===== src/rtl/uart_rx_mmio_if.sv =====
// Memory-mapped read port shared by the core data bus and the UART receiver.
// The core drives address and read strobe; the peripheral returns data and hit.
interface uart_rx_mmio_if;
   logic [15:0] mmio_addr;
   logic        mmio_read;
   logic [7:0]  mmio_rdata;
   logic        mmio_hit;

   modport master (
      output mmio_addr,
      output mmio_read,
      input  mmio_rdata,
      input  mmio_hit
   );

   modport slave (
      input  mmio_addr,
      input  mmio_read,
      output mmio_rdata,
      output mmio_hit
   );
endinterface


===== src/rtl/uart_rx_mmio.sv =====
// MMIO UART receiver: 8N1 deframer into a byte FIFO with status/irq.
// Define UART_RX_PARITY_EN for 8E1 framing with a sticky parity-error flag.
module uart_rx_mmio #(
   parameter int          CLK_FREQ    = 27_000_000,
   parameter int          BAUD        = 115200,
   parameter logic [15:0] ADDR_DATA   = 16'hFF10,
   parameter logic [15:0] ADDR_STATUS = 16'hFF11,
   parameter int          FIFO_DEPTH  = 8
) (
   input  logic          clock,
   input  logic          reset,
   input  logic          rx,
   uart_rx_mmio_if.slave bus,
   output logic          rx_irq
);
   localparam int CPB  = CLK_FREQ / BAUD;
   localparam int HALF = CPB / 2;
   localparam int CW   = $clog2(CPB);
   localparam int AW   = $clog2(FIFO_DEPTH);
   localparam logic [CW-1:0] CPB_M1  = CW'(CPB - 1);
   localparam logic [CW-1:0] HALF_M1 = CW'(HALF - 1);
   localparam logic [AW:0]   DEPTH_C = (AW+1)'(FIFO_DEPTH);

   typedef enum logic [2:0] {
      S_IDLE,
      S_START,
      S_DATA,
      S_PARITY,
      S_STOP
   } state_e;

   logic          rx_m_q, rx_s_q;
   logic [1:0]    flush_q;
   logic          armed_q;
   state_e        state_q, state_d;
   logic [CW-1:0] cnt_q, cnt_d;
   logic [2:0]    bit_q, bit_d;
   logic [7:0]    shr_q, shr_d;
   logic          push, ferr_set, perr_set;

   logic [7:0]    mem_q [FIFO_DEPTH];
   logic [AW-1:0] wptr_q, rptr_q;
   logic [AW:0]   count_q, count_d;
   logic          empty, full, pop, do_push, ovr_set;
   logic          hit_data, hit_stat, rd_data, rd_stat;
   logic          ovr_q, ferr_q, perr_q;
   logic          irq_q;

   // flush_q marks when rx_s_q holds a real line sample rather than its reset value
   always_ff @(posedge clock) begin
      if (reset) begin
         rx_m_q  <= 1'b1;
         rx_s_q  <= 1'b1;
         flush_q <= 2'b00;
         armed_q <= 1'b0;
      end else begin
         rx_m_q  <= rx;
         rx_s_q  <= rx_m_q;
         flush_q <= {flush_q[0], 1'b1};
         if (flush_q[1] && rx_s_q) armed_q <= 1'b1;
      end
   end

   always_ff @(posedge clock) begin
      if (reset) begin
         state_q <= S_IDLE;
         cnt_q   <= '0;
         bit_q   <= '0;
         shr_q   <= '0;
      end else begin
         state_q <= state_d;
         cnt_q   <= cnt_d;
         bit_q   <= bit_d;
         shr_q   <= shr_d;
      end
   end

   always_comb begin
      state_d  = state_q;
      cnt_d    = cnt_q + 1'b1;
      bit_d    = bit_q;
      shr_d    = shr_q;
      push     = 1'b0;
      ferr_set = 1'b0;
      perr_set = 1'b0;
      unique case (state_q)
         S_IDLE: begin
            cnt_d = '0;
            if (!rx_s_q && armed_q) state_d = S_START;
         end
         S_START: begin
            if (cnt_q == HALF_M1) begin
               cnt_d   = '0;
               bit_d   = '0;
               state_d = rx_s_q ? S_IDLE : S_DATA;
            end
         end
         S_DATA: begin
            if (cnt_q == CPB_M1) begin
               cnt_d = '0;
               shr_d = {rx_s_q, shr_q[7:1]};
               bit_d = bit_q + 3'd1;
               if (bit_q == 3'd7) begin
`ifdef UART_RX_PARITY_EN
                  state_d = S_PARITY;
`else
                  state_d = S_STOP;
`endif
               end
            end
         end
`ifdef UART_RX_PARITY_EN
         S_PARITY: begin
            if (cnt_q == CPB_M1) begin
               cnt_d    = '0;
               perr_set = ^{shr_q, rx_s_q};
               state_d  = S_STOP;
            end
         end
`endif
         S_STOP: begin
            if (cnt_q == CPB_M1) begin
               cnt_d    = '0;
               state_d  = S_IDLE;
               push     = rx_s_q;
               ferr_set = !rx_s_q;
            end
         end
         default: state_d = S_IDLE;
      endcase
   end

   assign hit_data = bus.mmio_addr == ADDR_DATA;
   assign hit_stat = bus.mmio_addr == ADDR_STATUS;
   assign rd_data  = bus.mmio_read && hit_data;
   assign rd_stat  = bus.mmio_read && hit_stat;
   assign empty    = count_q == '0;
   assign full     = count_q == DEPTH_C;
   assign pop      = rd_data && !empty;
   // a pop in the same cycle frees the slot, so a full FIFO still accepts
   assign do_push  = push && (!full || pop);
   assign ovr_set  = push && full && !pop;

   always_comb begin
      case ({do_push, pop})
         2'b10:   count_d = count_q + 1'b1;
         2'b01:   count_d = count_q - 1'b1;
         default: count_d = count_q;
      endcase
   end

   always_ff @(posedge clock) begin
      if (do_push) mem_q[wptr_q] <= shr_q;
   end

   always_ff @(posedge clock) begin
      if (reset) begin
         wptr_q  <= '0;
         rptr_q  <= '0;
         count_q <= '0;
         ovr_q   <= 1'b0;
         ferr_q  <= 1'b0;
         perr_q  <= 1'b0;
         irq_q   <= 1'b0;
      end else begin
         if (do_push) wptr_q <= wptr_q + 1'b1;
         if (pop)     rptr_q <= rptr_q + 1'b1;
         count_q <= count_d;
         ovr_q   <= (ovr_q  && !rd_stat) || ovr_set;
         ferr_q  <= (ferr_q && !rd_stat) || ferr_set;
         perr_q  <= (perr_q && !rd_stat) || perr_set;
         irq_q   <= !empty;
      end
   end

   always_comb begin
      bus.mmio_rdata = 8'h00;
      if (hit_data) begin
         bus.mmio_rdata = empty ? 8'h00 : mem_q[rptr_q];
      end else if (hit_stat) begin
         bus.mmio_rdata = {3'b000, perr_q, ferr_q, ovr_q, full, !empty};
      end
   end

   assign bus.mmio_hit = hit_data || hit_stat;
   assign rx_irq       = irq_q;
endmodule


===== src/flat_wrapper.sv =====
// flat-port wrapper written by rule: the top's interface ports become plain ports
module uart_rx_mmio_flat 
#(
   parameter int          CLK_FREQ    = 27_000_000,
   parameter int          BAUD        = 115200,
   parameter logic [15:0] ADDR_DATA   = 16'hFF10,
   parameter logic [15:0] ADDR_STATUS = 16'hFF11,
   parameter int          FIFO_DEPTH  = 8
)
  (clock, reset, rx, rx_irq, bus_mmio_addr, bus_mmio_read, bus_mmio_rdata, bus_mmio_hit);
  uart_rx_mmio_if bus_i ();
  input  logic clock;
  input  logic reset;
  input  logic rx;
  output logic rx_irq;
  input wire logic [$bits(bus_i.mmio_addr)-1:0] bus_mmio_addr;
  input wire logic [$bits(bus_i.mmio_read)-1:0] bus_mmio_read;
  output wire logic [$bits(bus_i.mmio_rdata)-1:0] bus_mmio_rdata;
  output wire logic [$bits(bus_i.mmio_hit)-1:0] bus_mmio_hit;
  assign bus_i.mmio_addr = bus_mmio_addr;
  assign bus_i.mmio_read = bus_mmio_read;
  assign bus_mmio_rdata = bus_i.mmio_rdata;
  assign bus_mmio_hit = bus_i.mmio_hit;
  uart_rx_mmio #(.CLK_FREQ(CLK_FREQ), .BAUD(BAUD), .ADDR_DATA(ADDR_DATA), .ADDR_STATUS(ADDR_STATUS), .FIFO_DEPTH(FIFO_DEPTH)) u_core (.clock(clock), .reset(reset), .rx(rx), .bus(bus_i), .rx_irq(rx_irq));
endmodule

===== config.mk =====
export PLATFORM = sky130hd
export DESIGN_NAME = uart_rx_mmio_flat
export DESIGN_NICKNAME = d
export VERILOG_FILES = /design/src/rtl/uart_rx_mmio_if.sv /design/src/rtl/uart_rx_mmio.sv /design/src/flat_wrapper.sv
export SDC_FILE = /design/constraint.sdc
export NUM_CORES = 1
export LEC_CHECK = 0
export CORE_AREA = 2 2 105 82
export DETAILED_ROUTE_END_ITERATION = 8
export DIE_AREA = 0 0 107 84
export PLACE_DENSITY = 0.77
export SETUP_SLACK_MARGIN = 0.1
export SLEW_MARGIN = 0
export SYNTH_ARGS = -nofsm -noshare
export SYNTH_HDL_FRONTEND = slang
export SYNTH_SLANG_ARGS = --single-unit

===== constraint.sdc =====
create_clock -name clock -period 4.1 [get_ports clock]
set_input_delay 0.615 -clock clock [delete_from_list [all_inputs] [get_ports clock]]
set_output_delay 0.615 -clock clock [all_outputs]
set_load 0.05 [all_outputs]

# Yosys cells after proc, flatten, opt, wreduce, memory -nomap -nowiden
# Memory sizes are Yosys's and may differ from the RTL's. A register that Yosys moved wholly into a read port is not among the register bits.
# Index checks and enable logic that the tools add are counted.
[word_totals]
in_bits = 20
ram_bits = 64
wordCells = 93
ff_bits = 41
mem_count = 1
output_inout_bits = 10
[memory_table]
columns = ["name", "depth", "width", "rd", "rd_clocked_by_memory_dff", "wr", "line", "source"]
rows = [
  ["u_core.mem_q", 8, 8, 1, 1, 1, "uart_rx_mmio.sv:41", "logic [7:0] mem_q [FIFO_DEPTH];"],
]
[op_classes]
muxes = 26
reduce_logical = 28
n_eq_ne = 16
n_addsub = 6
[ops]
columns = ["op", "count"]
rows = [
  ["16-bit == test (second input constant)", 2],
  ["8-bit 2-to-1 mux", 4],
  ["3-bit 2-to-1 mux", 9],
  ["8-bit case mux with 3 select lines", 1],
  ["3-bit case mux with 4 select lines", 1],
  ["1-bit logical AND", 11],
  ["2-bit by 1-bit inequality test with 1-bit output (second input constant)", 5],
  ["3-bit by 1-bit adder with 3-bit output (second input constant)", 3],
  ["8-bit by 1-bit adder with 8-bit output (second input constant)", 1],
  ["8-bit by 7-bit == test with 1-bit output (second input constant)", 1],
  ["8-bit == test (second input constant)", 1],
  ["4-bit case mux with 2 select lines", 1],
  ["1-bit 2-to-1 mux", 7],
  ["3-bit == test (second input constant)", 2],
  ["3-bit case mux with 2 select lines", 1],
  ["1-bit logical NOT", 5],
  ["5-bit 2-to-1 mux", 1],
  ["5-bit AND reduction", 1],
  ["4-bit by 1-bit adder with 4-bit output (second input constant)", 1],
  ["4-bit == test (second input constant)", 1],
  ["4-bit logical NOT", 1],
  ["1-bit logical OR", 4],
  ["2-bit nonzero test", 2],
  ["4-bit by 1-bit subtractor with 4-bit output (second input constant)", 1],
  ["other kinds (9)", 9],
]

# Depth between registers and ports, before layout
# Gate-level depths: netlist (run 1).
[logic_depth]
ltp_word = 7
ltp_mapped = 11
depth_no_buf = 11

# Worst setup path after synthesis (run 1)
# OpenSTA, ideal clock, no wires.
[synth_path]
path_type = "input -> output"
startpoint = "input port bus_mmio_addr[7]"
endpoint = "output port bus_mmio_rdata[1]"
slack_ns = 0.552
t_required_ns = 3.485
path_stages = 5
n_path_buf = 1
arrival_ns = 2.933
cell_sequence = "or4b_4 or4_4 or3_1 buf_2 o21ai_1"
[synth_between]
elab_chain_cells = 3
word_cells_on_any_way = 4
cone_classes = "eq/ne: 2; mux: 2"
[synth_rtl]
columns = ["item", "line", "source"]
rows = [
  ["start: declaration", "flat_wrapper.sv:16", "input wire logic [$bits(bus_i.mmio_addr)-1:0] bus_mmio_addr;"],
  ["16-bit == test", "uart_rx_mmio.sv:134", "assign hit_stat = bus.mmio_addr == ADDR_STATUS;"],
  ["5-bit 2-to-1 mux", "uart_rx_mmio.sv:180", "end else if (hit_stat) begin"],
  ["8-bit 2-to-1 mux (*)", "uart_rx_mmio.sv:178", "if (hit_data) begin"],
  ["end: declaration", "flat_wrapper.sv:18", "output wire logic [$bits(bus_i.mmio_rdata)-1:0] bus_mmio_rdata;"],
]
# Mark *: on every way between the ends. The rest lies on a longest branch, timed or not.

# Worst setup path in the final report (run 1)
[layout_path]
startpoint = "input port bus_mmio_addr[7]"
endpoint = "output port bus_mmio_rdata[4]"
# The elaborated chain is that of the path after synthesis.

==> flow_summary.yaml, run 1 <==
pwr:
  clockPowerShare_pct: 33.3
  seqPwrFrac_pct: 64.8
  p_int_mw: 1.38
  p_leak_nw: 1.69
  combinationalPowerShare_pct: 1.9
  switching_share_pct: 21.4
  power_density_nw_per_um2: 339
  power.switching_uw: 376
  power_mw: 1.76
  ir_drop_mv: 0.206
yosys:
  avgSynthCellArea_um2: 13.3
  synthArstFlopShare_pct: 0
  syn-cell-area_um2: 4490
  synth.net_count: 366
  yosysSeqAreaShare_pct: 62.5
  synth_warnings: 0
  ys_ff_latch: 108
  syn-instance-count: 338
  synth_ff_type: "edfxtp_1"
  synth_edf_count: 64
  ys_types: 49
detailed_routing:
  drc: 0
  drt_iter0_markers: 136
  first_pass_iters: 4
  vias: 2764
  totalWireLength_mm: 8.45
  vias_per_cell: 5.66
  ant_nets: 0
  routedWlPerCell_um: 17.3
setup_path:
  crit_family: "simple AND/OR/NAND/NOR gates"
  slowest_delay_ps: 590
  r2r-start: "u_core.cnt_q[0]$_SDFF_PP0_"
  path_cells: "clkdlybuf4s50_1, or4b_4, or4_4, or3_1, o21ai_1, buf_12"
  cp_slowest_cell: "or4_4"
  critPathRequiredTime_ps: 3480
  crit_buf_inv: 2
  critPathKind: "in2out"
  start_kind: "input pin"
  worstRegToRegCells: 10
  worstPathArrival_ps: 3200
  crit_path_end_kind: "primary output"
  ff2ff_setup_slack_ps: 1250
  r2r-end: "u_core.count_q[2]$_SDFFE_PP0P_"
  cp_max_fo: 7
cells_and_area:
  antenna_cells: 0
  finish.utilization_pct: 64.2
  final_common_cell: "edfxtp_1"
  drive_gt1_share_pct: 16.3
  area_growth_pct: 15.7
  final_net_count: 403
  final_cell_mix: "edfxtp_1 (64), dfxtp_1 (44), nor2_1 (36), clkdlybuf4s50_1 (22), mux2i_1 (17)"
  n_fill_cell: 600
worst_hold_path:
  hold_path.startpoint: "u_core.rx_m_q$_SDFF_PP1_"
  min_to: "u_core.rx_s_q$_SDFF_PP1_"
  whs_path_depth: 1
  hold_class: "reg2reg"
placed_design:
  finalWeightedCongestion: 0.832
  dp_worst_setup_slack_ps: 270
  dpl.hpwl_mm: 5.82
  io_buffers: 29
floorplanning:
  num_rows: 29
  ios: 30
  die_h_um: 84
  start_util_pct: 55.5
  dieArea_um2: 8990
  die-width_um: 107
  core_um2: 8090
clock_network:
  post_cts_resized: 0
  cts_root_buf: "clkbuf_8"
  clock-sinks: 108
  clockBufferDepth: 2
  htree_levels: 3
  cts_made_buffers: 9
  cts_setup_buffers: 0
  cts_tree: "built"
  path_clk_slew_ps: 100
  insertion_delay_ps: 360
  holdBufCountCts: 0
timing:
  max_freq_mhz: 262
  fin_worst_skew_ps: 8.96
  finalHoldViolCount: 0
  rsz0062_at_grt: "false"
  slew_headroom_pct: 51.4
  setup_ws_ps: 285
  setup_viol: 0
  tightest_slew_ps: 719
  min_period_over_period_pct: 93.0
  tns_ps: 0
  fin_crit_ps: 3810
  final_max_slew_viol_count: 0
grt:
  antenna_found_initial: 0
  grt_pass1_wl_mm: 13.4
  grt_overflow: 0
  gr-usage-all-layers_pct: 19.8
  first_global_vias: 2675
  grt_max_degree: 19
flow_run:
  max_cap_violations: 0
outcome:
  status: "finished clean"
==> power groups by stage <==
stage | clock, mW | sequential [mW] | combinational (mW)
floorplan | 0 | 1.16 | 0.0123
finish | 0.586 | 1.14 | 0.0331
CTS | 0.593 | 1.14 | 0.0334
detailed placement | 0 | 1.16 | 0.0331
global route | 0.634 | 1.14 | 0.0356
global placement | 0 | 1.16 | 0.0323
==> worst max path at each step <==
| stage | from | to | slack (ps) | cells after the start |
|---|---|---|---|---|
| finish | bus_mmio_addr[7] | bus_mmio_rdata[4] | 290 | 6 |
| detailed placement | bus_mmio_addr[7] | bus_mmio_rdata[4] | 270 | 6 |
| CTS | bus_mmio_addr[7] | bus_mmio_rdata[4] | 270 | 6 |
| global route | bus_mmio_addr[7] | bus_mmio_rdata[1] | 220 | 6 |
| floorplan | bus_mmio_addr[7] | bus_mmio_rdata[1] | 550 | 5 |
| global placement | bus_mmio_addr[7] | bus_mmio_rdata[4] | 320 | 6 |
==> cell usage after synthesis, drive strengths merged, types with 8 or more instances <==
| master | instances | area, µm² |
|---|---|---|
| dfxtp | 44 | 881 |
| nor3 | 12 | 60.1 |
| nand2 | 16 | 60.1 |
| nand3 | 11 | 55.1 |
| clkbuf | 12 | 46.3 |
| ha | 8 | 100 |
| edfxtp | 64 | 1920 |
| nor2 | 36 | 135 |
| mux2i | 17 | 170 |
| o21ai | 10 | 50.1 |
| mux4 | 16 | 360 |
| a21oi | 14 | 70.1 |
==> state kept, by name, summed over array words and instances, names as in the netlist, named ones only <==
name / flops
u_core.cnt_q: 8
u_core.rx_irq: 1
u_core.mem_q: 64
u_core.state_q: 3
u_core.count_q: 4
u_core.bit_q: 3
u_core.ferr_q: 1
u_core.flush_q: 2
u_core.rptr_q: 3
u_core.shr_q: 8
u_core.armed_q: 1
u_core.ovr_q: 1
u_core.wptr_q: 3
u_core.rx_m_q: 1
u_core.rx_s_q: 1
u_core.perr_q: 1
==> kinds of logic (layout without fill, tap and decap cells) <==
group / after synthesis / after routing / synth area share, %
AOI/OAI and AO/OA: 38 / 38 / 5.22
xor gates and xnor gates: 9 / 9 / 1.76
adders and majority gates: 8 / 8 / 2.23
buffers and inverters: 23 / 65 / 2.06
DFF: 108 / 108 / 62.5
muxes: 34 / 34 / 12.1
and+or+nand+nor: 118 / 118 / 14.2
==> layer usage <==
layer	track usage [%]	wire length [µm]	share of wire, %
met5	0	0	0
met4	5.55	109	1.3
met2	33.1	4120	49
met1	25.7	3770	45
met3	5.23	449	5.3
==> stage by stage <==
step           instances  hold WS, ps  area [µm²]
6_report             488          429        5190
5_1_grt              488          445        5190
4_1_cts              488          434        5190
3_5_place_dp         472          411        5020
3_3_place_gp         472          400        5020
2_1_floorplan        338          389        4490
==> layout make-up <==
| type | count | area, µm² | share of cell area (%) |
|---|---|---|---|
| clock inverter | 7 | 51.3 | 0.988 |
| inverter | 6 | 22.5 | 0.434 |
| multi-input combinational | 207 | 1590 | 30.7 |
| clock buffer | 9 | 124 | 2.39 |
| timing repair buffer | 43 | 465 | 8.96 |
| tap | 108 | 135 | 2.60 |
| sequential | 108 | 2800 | 54.0 |
No activity file was read; power rests on OpenSTA's default activity.
==> run 2: changes to the inputs <==
--- a/config.mk
+++ b/config.mk
@@ -10,6 +10,7 @@
 export DIE_AREA = 0 0 107 84
 export PLACE_DENSITY = 0.77
 export SETUP_SLACK_MARGIN = 0.1
+export SKIP_LAST_GASP = 1
 export SLEW_MARGIN = 0
 export SYNTH_ARGS = -nofsm -noshare
 export SYNTH_HDL_FRONTEND = slang
==> results of run 2 <==
Final layout, timing and power as in run 1 (identical DEF).
